`src/rtl/thread_fetch_unit_pkg.sv`:
```
// Shared sizing, instruction constants and the fetch tag carried alongside each
// instruction-memory read.
package fetch_pkg;

  localparam int NUM_THREADS = 4;
  localparam int TID_W       = 2;
  localparam int PC_W        = 9;
  localparam int DATA_W      = 32;

  localparam logic [DATA_W-1:0] HALT_WORD = 32'hEAFFFFFE;
  localparam logic [DATA_W-1:0] NOP_WORD  = 32'hE1A00000;

  typedef struct packed {
    logic             valid;
    logic [TID_W-1:0] thread;
    logic [PC_W-1:0]  pc;
  } fetch_tag_t;

endpackage

```
`src/rtl/thread_fetch_unit_if.sv`:
```
// Fetch-unit bus bundle: instruction-memory port, downstream valid/ready
// stream and the execute-stage redirect request.
interface thread_fetch_unit_if;
  import fetch_pkg::*;

  logic [PC_W-1:0]   imem_addr;
  logic [TID_W-1:0]  imem_thread;
  logic [DATA_W-1:0] imem_rdata;

  logic              out_valid;
  logic              out_ready;
  logic [DATA_W-1:0] out_instr;
  logic [TID_W-1:0]  out_thread;
  logic [PC_W-1:0]   out_pc;

  logic              redirect_valid;
  logic [TID_W-1:0]  redirect_thread;
  logic [PC_W-1:0]   redirect_pc;

  modport master (
    output imem_addr, imem_thread, out_valid, out_instr, out_thread, out_pc,
    input  imem_rdata, out_ready, redirect_valid, redirect_thread, redirect_pc
  );

  modport slave (
    input  imem_addr, imem_thread, out_valid, out_instr, out_thread, out_pc,
    output imem_rdata, out_ready, redirect_valid, redirect_thread, redirect_pc
  );

endinterface

```
`src/rtl/thread_fetch_unit_rr_arbiter.sv`:
```
// Combinational round-robin pick: search begins one past the last grant and the
// first requesting thread wins.
module rr_arbiter #(
  parameter int N  = 4,
  parameter int IW = 2
) (
  input  logic [N-1:0]  req_i,
  input  logic [IW-1:0] last_i,
  output logic [N-1:0]  grant_o,
  output logic [IW-1:0] idx_o,
  output logic          any_o
);

  logic [IW-1:0] cand;

  // N is a power of two, so the IW-bit add wraps the search pointer for free
  always_comb begin
    grant_o = '0;
    idx_o   = '0;
    any_o   = 1'b0;
    cand    = '0;
    for (int k = 1; k <= N; k++) begin
      cand = last_i + IW'(k);
      if (!any_o && req_i[cand]) begin
        any_o         = 1'b1;
        idx_o         = cand;
        grant_o[cand] = 1'b1;
      end
    end
  end

endmodule

```
`src/rtl/thread_fetch_unit.sv`:
```
// Barrel-processor fetch front end: per-thread PCs, round-robin issue, one-entry hold buffer.
// THREAD_FETCH_HALT_DETECT_EN: accepted HALT_WORD parks its thread until redirected.
module thread_fetch_unit
  import fetch_pkg::*;
(
  input  logic                   clk,
  input  logic                   reset,
  input  logic [NUM_THREADS-1:0] thread_en_i,
  output logic [NUM_THREADS-1:0] halted_o,
  thread_fetch_unit_if.master    fetch_if
);

  logic [PC_W-1:0]        pc_q [NUM_THREADS];
  logic [PC_W-1:0]        pc_d [NUM_THREADS];
  logic [TID_W-1:0]       last_q, last_d;
  logic [PC_W-1:0]        imem_addr_q, imem_addr_d;
  logic [TID_W-1:0]       imem_thread_q, imem_thread_d;
  fetch_tag_t             tag_q, tag_d;
  fetch_tag_t             hold_tag_q, hold_tag_d;
  logic [DATA_W-1:0]      hold_instr_q, hold_instr_d;
  logic [NUM_THREADS-1:0] halted_q, halted_d;

  logic [NUM_THREADS-1:0] redir_hit, eligible, grant;
  logic [TID_W-1:0]       grant_idx;
  logic                   grant_any;
  logic                   pres_vld, squash_inflight, out_vld, accept, issue;
  logic [DATA_W-1:0]      pres_instr;
  logic [TID_W-1:0]       pres_thread;
  logic [PC_W-1:0]        pres_pc;

  assign redir_hit = fetch_if.redirect_valid ?
                     (NUM_THREADS'(1) << fetch_if.redirect_thread) : '0;
  assign eligible  = thread_en_i & ~halted_q & ~redir_hit;

  rr_arbiter #(.N(NUM_THREADS), .IW(TID_W)) u_arb (
    .req_i   (eligible),
    .last_i  (last_q),
    .grant_o (grant),
    .idx_o   (grant_idx),
    .any_o   (grant_any)
  );

  always_comb begin
    pres_vld    = 1'b0;
    pres_instr  = '0;
    pres_thread = '0;
    pres_pc     = '0;
    if (hold_tag_q.valid) begin
      pres_vld    = 1'b1;
      pres_instr  = hold_instr_q;
      pres_thread = hold_tag_q.thread;
      pres_pc     = hold_tag_q.pc;
    end else if (tag_q.valid) begin
      pres_vld    = 1'b1;
      pres_instr  = fetch_if.imem_rdata;
      pres_thread = tag_q.thread;
      pres_pc     = tag_q.pc;
    end
  end

  // A fresh word from a thread being redirected never shows; a held one stays
  // visible this cycle so a concurrent accept still completes.
  assign squash_inflight = !hold_tag_q.valid && tag_q.valid && redir_hit[tag_q.thread];
  assign out_vld         = pres_vld && !squash_inflight;
  assign accept          = out_vld && fetch_if.out_ready;
  assign issue           = (!out_vld || fetch_if.out_ready) && grant_any;

  assign fetch_if.imem_addr   = imem_addr_q;
  assign fetch_if.imem_thread = imem_thread_q;
  assign fetch_if.out_valid   = out_vld;
  assign fetch_if.out_instr   = pres_instr;
  assign fetch_if.out_thread  = pres_thread;
  assign fetch_if.out_pc      = pres_pc;
  assign halted_o             = halted_q;

  always_comb begin
    last_d        = last_q;
    imem_addr_d   = imem_addr_q;
    imem_thread_d = imem_thread_q;
    tag_d         = tag_q;
    tag_d.valid   = 1'b0;
    for (int i = 0; i < NUM_THREADS; i++) begin
      pc_d[i] = pc_q[i];
      if (issue && grant[i]) pc_d[i] = pc_q[i] + PC_W'(1);
      if (redir_hit[i])      pc_d[i] = fetch_if.redirect_pc;
    end
    if (issue) begin
      last_d        = grant_idx;
      imem_addr_d   = pc_q[grant_idx];
      imem_thread_d = grant_idx;
      tag_d         = '{valid: 1'b1, thread: grant_idx, pc: pc_q[grant_idx]};
    end
  end

  always_comb begin
    hold_tag_d   = hold_tag_q;
    hold_instr_d = hold_instr_q;
    if (hold_tag_q.valid) begin
      if (accept || redir_hit[hold_tag_q.thread]) hold_tag_d.valid = 1'b0;
    end else if (out_vld && !fetch_if.out_ready) begin
      hold_tag_d   = tag_q;
      hold_instr_d = fetch_if.imem_rdata;
    end
  end

  always_comb begin
`ifdef THREAD_FETCH_HALT_DETECT_EN
    halted_d = halted_q;
    if (accept && pres_instr == HALT_WORD) halted_d[pres_thread] = 1'b1;
    halted_d = halted_d & ~redir_hit;
`else
    halted_d = '0;
`endif
  end

  always_ff @(posedge clk or posedge reset) begin
    if (reset) begin
      for (int i = 0; i < NUM_THREADS; i++) pc_q[i] <= '0;
      last_q        <= TID_W'(NUM_THREADS - 1);
      imem_addr_q   <= '0;
      imem_thread_q <= '0;
      tag_q         <= '0;
      hold_tag_q    <= '0;
      hold_instr_q  <= '0;
      halted_q      <= '0;
    end else begin
      for (int i = 0; i < NUM_THREADS; i++) pc_q[i] <= pc_d[i];
      last_q        <= last_d;
      imem_addr_q   <= imem_addr_d;
      imem_thread_q <= imem_thread_d;
      tag_q         <= tag_d;
      hold_tag_q    <= hold_tag_d;
      hold_instr_q  <= hold_instr_d;
      halted_q      <= halted_d;
    end
  end

endmodule
```
`src/flat_wrapper.sv`:
```
// flat-port wrapper written by rule: the top's interface ports become plain ports
module thread_fetch_unit_flat import fetch_pkg::*;
  (clk, reset, thread_en_i, halted_o, fetch_if_imem_addr, fetch_if_imem_thread, fetch_if_out_valid, fetch_if_out_instr, fetch_if_out_thread, fetch_if_out_pc, fetch_if_imem_rdata, fetch_if_out_ready, fetch_if_redirect_valid, fetch_if_redirect_thread, fetch_if_redirect_pc);
  thread_fetch_unit_if fetch_if_i ();
  input  logic clk;
  input  logic reset;
  input  logic [NUM_THREADS-1:0] thread_en_i;
  output logic [NUM_THREADS-1:0] halted_o;
  output wire logic [$bits(fetch_if_i.imem_addr)-1:0] fetch_if_imem_addr;
  output wire logic [$bits(fetch_if_i.imem_thread)-1:0] fetch_if_imem_thread;
  output wire logic [$bits(fetch_if_i.out_valid)-1:0] fetch_if_out_valid;
  output wire logic [$bits(fetch_if_i.out_instr)-1:0] fetch_if_out_instr;
  output wire logic [$bits(fetch_if_i.out_thread)-1:0] fetch_if_out_thread;
  output wire logic [$bits(fetch_if_i.out_pc)-1:0] fetch_if_out_pc;
  input wire logic [$bits(fetch_if_i.imem_rdata)-1:0] fetch_if_imem_rdata;
  input wire logic [$bits(fetch_if_i.out_ready)-1:0] fetch_if_out_ready;
  input wire logic [$bits(fetch_if_i.redirect_valid)-1:0] fetch_if_redirect_valid;
  input wire logic [$bits(fetch_if_i.redirect_thread)-1:0] fetch_if_redirect_thread;
  input wire logic [$bits(fetch_if_i.redirect_pc)-1:0] fetch_if_redirect_pc;
  assign fetch_if_imem_addr = fetch_if_i.imem_addr;
  assign fetch_if_imem_thread = fetch_if_i.imem_thread;
  assign fetch_if_out_valid = fetch_if_i.out_valid;
  assign fetch_if_out_instr = fetch_if_i.out_instr;
  assign fetch_if_out_thread = fetch_if_i.out_thread;
  assign fetch_if_out_pc = fetch_if_i.out_pc;
  assign fetch_if_i.imem_rdata = fetch_if_imem_rdata;
  assign fetch_if_i.out_ready = fetch_if_out_ready;
  assign fetch_if_i.redirect_valid = fetch_if_redirect_valid;
  assign fetch_if_i.redirect_thread = fetch_if_redirect_thread;
  assign fetch_if_i.redirect_pc = fetch_if_redirect_pc;
  thread_fetch_unit u_core (.clk(clk), .reset(reset), .thread_en_i(thread_en_i), .halted_o(halted_o), .fetch_if(fetch_if_i));
endmodule
```
`config.mk`:
```
export PLATFORM = sky130hd
export DESIGN_NAME = thread_fetch_unit_flat
export DESIGN_NICKNAME = d
export VERILOG_FILES = /design/src/rtl/thread_fetch_unit_pkg.sv /design/src/rtl/thread_fetch_unit_if.sv /design/src/rtl/thread_fetch_unit_rr_arbiter.sv /design/src/rtl/thread_fetch_unit.sv /design/src/flat_wrapper.sv
export SDC_FILE = /design/constraint.sdc
export NUM_CORES = 1
export LEC_CHECK = 0
export ABC_CLOCK_PERIOD_IN_PS = 6050
export CAP_MARGIN = 20
export CORE_MARGIN = 10
export CORE_UTILIZATION = 40
export CTS_CLUSTER_SIZE = 40
export DETAILED_ROUTE_END_ITERATION = 8
export GPL_ROUTABILITY_DRIVEN = 0
export PLACE_DENSITY = 0.69
export SYNTH_ARGS = -nofsm -noshare
export SYNTH_HDL_FRONTEND = slang
export SYNTH_HIERARCHICAL = 1
export SYNTH_SLANG_ARGS = --single-unit
```
`constraint.sdc`:
```
create_clock -name clk -period 6.05 [get_ports clk]
set_input_delay 1.5125 -clock clk [delete_from_list [all_inputs] [get_ports clk]]
set_output_delay 1.5125 -clock clk [all_outputs]
set_load 0.02 [all_outputs]
```
==> impl_metrics.prom <==
# TYPE chip_impl_metric gauge
chip_impl_metric{name="actual_transition_at_the_worst_max_transition_pin",unit="ns"} 1.029
chip_impl_metric{name="grt_max_degree",unit=""} 66
chip_impl_metric{name="worst_hold_slack",unit="ns"} 0.5068
chip_impl_metric{name="setup_total_negative_slack",unit="ns"} 0
chip_impl_metric{name="netlist.area_leader.share",unit="%"} 38.80
chip_impl_info{name="holdCritPathClass",value="reg2reg"} 1
chip_impl_metric{name="power-per-cell-area",unit="nW/µm²"} 505.5
chip_impl_metric{name="fill_cell_count",unit=""} 1299
chip_impl_metric{name="viasPerCell",unit=""} 5.853
chip_impl_metric{name="detail_route.drc_violations",unit=""} 0
chip_impl_metric{name="grt_pass1_wl",unit="µm"} 26320
chip_impl_metric{name="dieArea",unit="µm²"} 20100
chip_impl_metric{name="timing.final.hold_violations",unit=""} 0
chip_impl_metric{name="final.min_clock_period",unit="ns"} 5.274
chip_impl_metric{name="clk_latency_worst_skew_pair",unit="ns"} 0.35
chip_impl_metric{name="synth_unique_cells",unit=""} 60
chip_impl_metric{name="drt_iter0_drc",unit=""} 422
chip_impl_metric{name="max_cap_violations",unit=""} 0
chip_impl_metric{name="post_route_cells_drive_above_1_share",unit="%"} 17.07
chip_impl_metric{name="route.final.wire_length",unit="µm"} 16240
chip_impl_info{name="postSynth.topFlopCell",value="sky130_fd_sc_hd__dfrtp_1"} 1
chip_impl_metric{name="h-tree-depth",unit=""} 3
chip_impl_metric{name="period_share",unit="%"} 87.17
chip_impl_info{name="clk_root_buffer_cell",value="sky130_fd_sc_hd__clkbuf_16"} 1
chip_impl_metric{name="finalInstanceArea",unit="µm²"} 7287
chip_impl_metric{name="final_cells",unit=""} 846
chip_impl_info{name="crit_path_start_kind",value="input pin"} 1
chip_impl_info{name="status",value="completed"} 1
chip_impl_metric{name="final-max-slew-violation-count",unit=""} 0
chip_impl_metric{name="number_of_inserted_diodes",unit=""} 0
chip_impl_metric{name="die_wd",unit="µm"} 141.8
chip_impl_metric{name="area_delta_synth_final",unit="%"} 22.82
chip_impl_metric{name="clk_pin_slew",unit="ns"} 0.06
chip_impl_metric{name="finalSetupViolations",unit=""} 0
chip_impl_info{name="cp_cell_sequence",value="clkdlybuf4s50_1 -> or3b_2 -> and2_1 -> mux4_2 -> or3_1 -> a21oi_1 -> a2111o_1 -> nand3_1 -> a21o_1 -> or3_1 -> a31oi_1"} 1
chip_impl_metric{name="cts_buffers",unit=""} 9
chip_impl_metric{name="drt_pre_antenna_iters",unit=""} 6
chip_impl_metric{name="fin_util",unit="%"} 50.14
chip_impl_metric{name="port_buffers",unit=""} 105
chip_impl_metric{name="path_max_fanout",unit=""} 16
chip_impl_metric{name="routedWlPerCell",unit="µm"} 19.19
chip_impl_metric{name="netlist_area",unit="µm²"} 5933
chip_impl_info{name="kind_of_end_point_of_the_critical_path",value="flop"} 1
chip_impl_metric{name="dp.final_hpwl",unit="µm"} 12040
chip_impl_info{name="crit_slowest_cell",value="sky130_fd_sc_hd__clkdlybuf4s50_1"} 1
chip_impl_metric{name="detailed_place.area",unit="µm²"} 6982
chip_impl_metric{name="achievable_freq",unit="MHz"} 189.6
chip_impl_metric{name="cp.arrival",unit="ns"} 5.53
chip_impl_metric{name="ant_nets",unit=""} 0
chip_impl_metric{name="synth-edff-count",unit=""} 0
chip_impl_metric{name="std_cell_rows",unit=""} 44
chip_impl_metric{name="clock_path_buffers",unit=""} 2
chip_impl_metric{name="die_h",unit="µm"} 141.8
chip_impl_metric{name="maximum_resistive_drop_on_vdd",unit="µV"} 194.4
chip_impl_metric{name="grtUsageTotal",unit="%"} 15.95
chip_impl_metric{name="initial_core_util",unit="%"} 40.82
chip_impl_metric{name="overflow",unit=""} 0
chip_impl_metric{name="clock_sink_count",unit=""} 94
chip_impl_metric{name="synth_area_per_cell",unit="µm²"} 10.14
chip_impl_metric{name="sequential_cell_area",unit="µm²"} 2356
chip_impl_metric{name="via_count_of_the_first_global_routing_pass",unit=""} 4801
chip_impl_info{name="post-synth-top-area-cell",value="sky130_fd_sc_hd__dfrtp_1"} 1
chip_impl_metric{name="finalNetCount",unit=""} 720
chip_impl_info{name="crit_type",value="in2reg"} 1
chip_impl_metric{name="ios",unit=""} 110
chip_impl_metric{name="multi_input_area",unit="µm²"} 3226
chip_impl_metric{name="fraction_of_the_yosys_area_taken_by_sequential_cells",unit="%"} 39.69
chip_impl_info{name="timing.critical_path.mode_cell",value="sky130_fd_sc_hd__or3_1"} 1
chip_impl_metric{name="vias",unit=""} 4952
chip_impl_metric{name="initial_antenna_violation_count",unit=""} 0
chip_impl_metric{name="post_synth_inst_count",unit=""} 585
chip_impl_info{name="tritoncts",value="built"} 1
chip_impl_metric{name="cts_resized",unit=""} 0
chip_impl_metric{name="cts-hold-fix-buffers",unit=""} 0
chip_impl_metric{name="fp.coreArea",unit="µm²"} 14530
chip_impl_metric{name="fin_skew",unit="ns"} 0.009015
chip_impl_metric{name="cts_setup_buffers",unit=""} 0
chip_impl_metric{name="postSynth.asyncResetShare",unit="%"} 100.0
chip_impl_metric{name="power.leakage",unit="nW"} 2.855
chip_impl_metric{name="worst_ep_required_time",unit="ns"} 6.31
chip_impl_metric{name="synth-seq-cells",unit=""} 94
chip_impl_metric{name="dp.cells",unit=""} 829
chip_impl_info{name="unrepaired_setup_endpoints_after_global_routing",value="no"} 1
chip_impl_info{name="synthTopCellsByArea",value="sky130_fd_sc_hd__dfrtp_1 39%, sky130_fd_sc_hd__mux2_2 11%, sky130_fd_sc_hd__nand2_1 4.2%"} 1
chip_impl_metric{name="max_slew_headroom",unit="%"} 31.42
chip_impl_metric{name="synthesis.yosys.warnings",unit=""} 6
chip_impl_metric{name="cp_slowest_stage_delay",unit="ns"} 0.65
registers in the layout (all words and copies together), names as in the netlist:
register and cells:
u_core/last_q 2, u_core/tag_q 12, u_core/pc_q 36, u_core/hold_instr_q 32
u_core/hold_tag_q 12
final timing paths:
| kind | start | endpoint | slack, ns | cells past startpoint |
|---|---|---|---|---|
| worst min register to register | u_core/hold_tag_q[3]$_DFFE_PP0P_ | u_core/hold_tag_q[3]$_DFFE_PP0P_ | 0.51 | 1 |
| max in group asynchronous | reset | u_core/last_q[0]$_DFFE_PP1N_ | 3.30 | 3 |
| worst max register to register | u_core/last_q[0]$_DFFE_PP1N_ | u_core/pc_q[26]$_DFFE_PP0P_ | 2.42 | 11 |
| worst max-delay path | fetch_if_redirect_valid | u_core/pc_q[8]$_DFFE_PP0P_ | 0.78 | 11 |
| min in group asynchronous | reset | u_core/hold_instr_q[13]$_DFFE_PP0P_ | 1.64 | 2 |
| worst min-delay path | u_core/hold_tag_q[3]$_DFFE_PP0P_ | u_core/hold_tag_q[3]$_DFFE_PP0P_ | 0.51 | 1 |
worst max-delay path, delay by kind of cell:
family                 cells  cell delay (ns)
AND/OR/NAND/NOR            5             1.89
AO/OA/AOI/OAI              4             0.81
buffers and inverters      1             0.65
multiplexers               1             0.65
where the power goes:
part / switching [mW] / internal, mW
Sequential: 0.317 / 0.918
Clock: 0.243 / 0.320
Combinational: 0.937 / 0.949
Total: 1.50 / 2.19
synthesized netlist by cell type, drive strengths merged (2+ instances only):
library cell,n
dfrtp,92
nand2,67
mux2,57
o21ai,43
buf,35
nor2,31
a22o,28
a21oi,20
clkbuf,20
nand3,17
inv,13
xnor2,13
ha,12
xor2,12
a31oi,11
mux4,11
nand4,11
or3,9
o211ai,8
mux2i,7
a211oi,6
and2,6
o31ai,5
or4,5
a2111o,4
a2111oi,4
a21o,3
and3,3
or2,3
dfstp,2
nand2b,2
nand3b,2
nor2b,2
nor3b,2
o2111ai,2
or3b,2
cell families after synthesis:
family / count (synthesis) / share of synthesized area [%]
xor gates and xnor gates: 25 / 3.943
buffers and inverters: 68 / 6.368
other: 1 / 0.06320
AOI/OAI and AO/OA: 141 / 17.33
and+or+nand+nor: 169 / 13.90
muxes: 75 / 16.17
adders and majority gates: 12 / 2.531
DFF: 94 / 39.69
layout make-up:
| class | count | area share [%] |
|---|---|---|
| inverter | 13 | 0.6868 |
| multi-input combinational | 426 | 44.27 |
| timing repair buffer | 113 | 15.57 |
| tap | 184 | 3.159 |
| sequential | 94 | 32.33 |
| clock buffer | 10 | 3.142 |
| clock inverter | 6 | 0.8413 |
cell usage in the layout, fill, tap and decap left out, types with 6 or more instances in the layout:
cell type | Yosys | layout
sky130_fd_sc_hd__a211oi_1 | 6 | 6
sky130_fd_sc_hd__a21oi_1 | 20 | 20
sky130_fd_sc_hd__a22o_1 | 28 | 28
sky130_fd_sc_hd__a31oi_1 | 11 | 11
sky130_fd_sc_hd__and2_1 | 6 | 6
sky130_fd_sc_hd__clkbuf_16 | 0 | 9
sky130_fd_sc_hd__clkdlybuf4s50_1 | 0 | 105
sky130_fd_sc_hd__dfrtp_1 | 92 | 91
sky130_fd_sc_hd__ha_1 | 12 | 12
sky130_fd_sc_hd__inv_1 | 13 | 12
sky130_fd_sc_hd__mux2_2 | 57 | 57
sky130_fd_sc_hd__mux2i_1 | 7 | 7
sky130_fd_sc_hd__mux4_2 | 11 | 11
sky130_fd_sc_hd__nand2_1 | 67 | 67
sky130_fd_sc_hd__nand3_1 | 17 | 16
sky130_fd_sc_hd__nand4_1 | 11 | 11
sky130_fd_sc_hd__nor2_1 | 31 | 31
sky130_fd_sc_hd__o211ai_1 | 8 | 8
sky130_fd_sc_hd__o21ai_0 | 36 | 36
sky130_fd_sc_hd__or3_1 | 9 | 9
sky130_fd_sc_hd__xnor2_1 | 11 | 11
sky130_fd_sc_hd__xor2_1 | 12 | 12
layer usage:
layer	routed length (µm)	vias up	global-route usage, %
met5	0	-	0
met4	365	0	5.648
met3	1473	31	3.672
met2	7149	256	23.74
met1	7247	2397	22.11
li1	-	2268	-
through the flow:
| stage | power [mW] | setup slack [ns] |
|---|---|---|
| after floorplan | 2.497 | 1.010 |
| after global placement | 3.050 | 0.5884 |
| after detailed placement | 3.123 | 0.5068 |
| after CTS | 3.701 | 0.8307 |
| after global routing | 3.933 | 0.5388 |
| final | 3.684 | 0.7760 |
(Power assumes the default switching activity.)
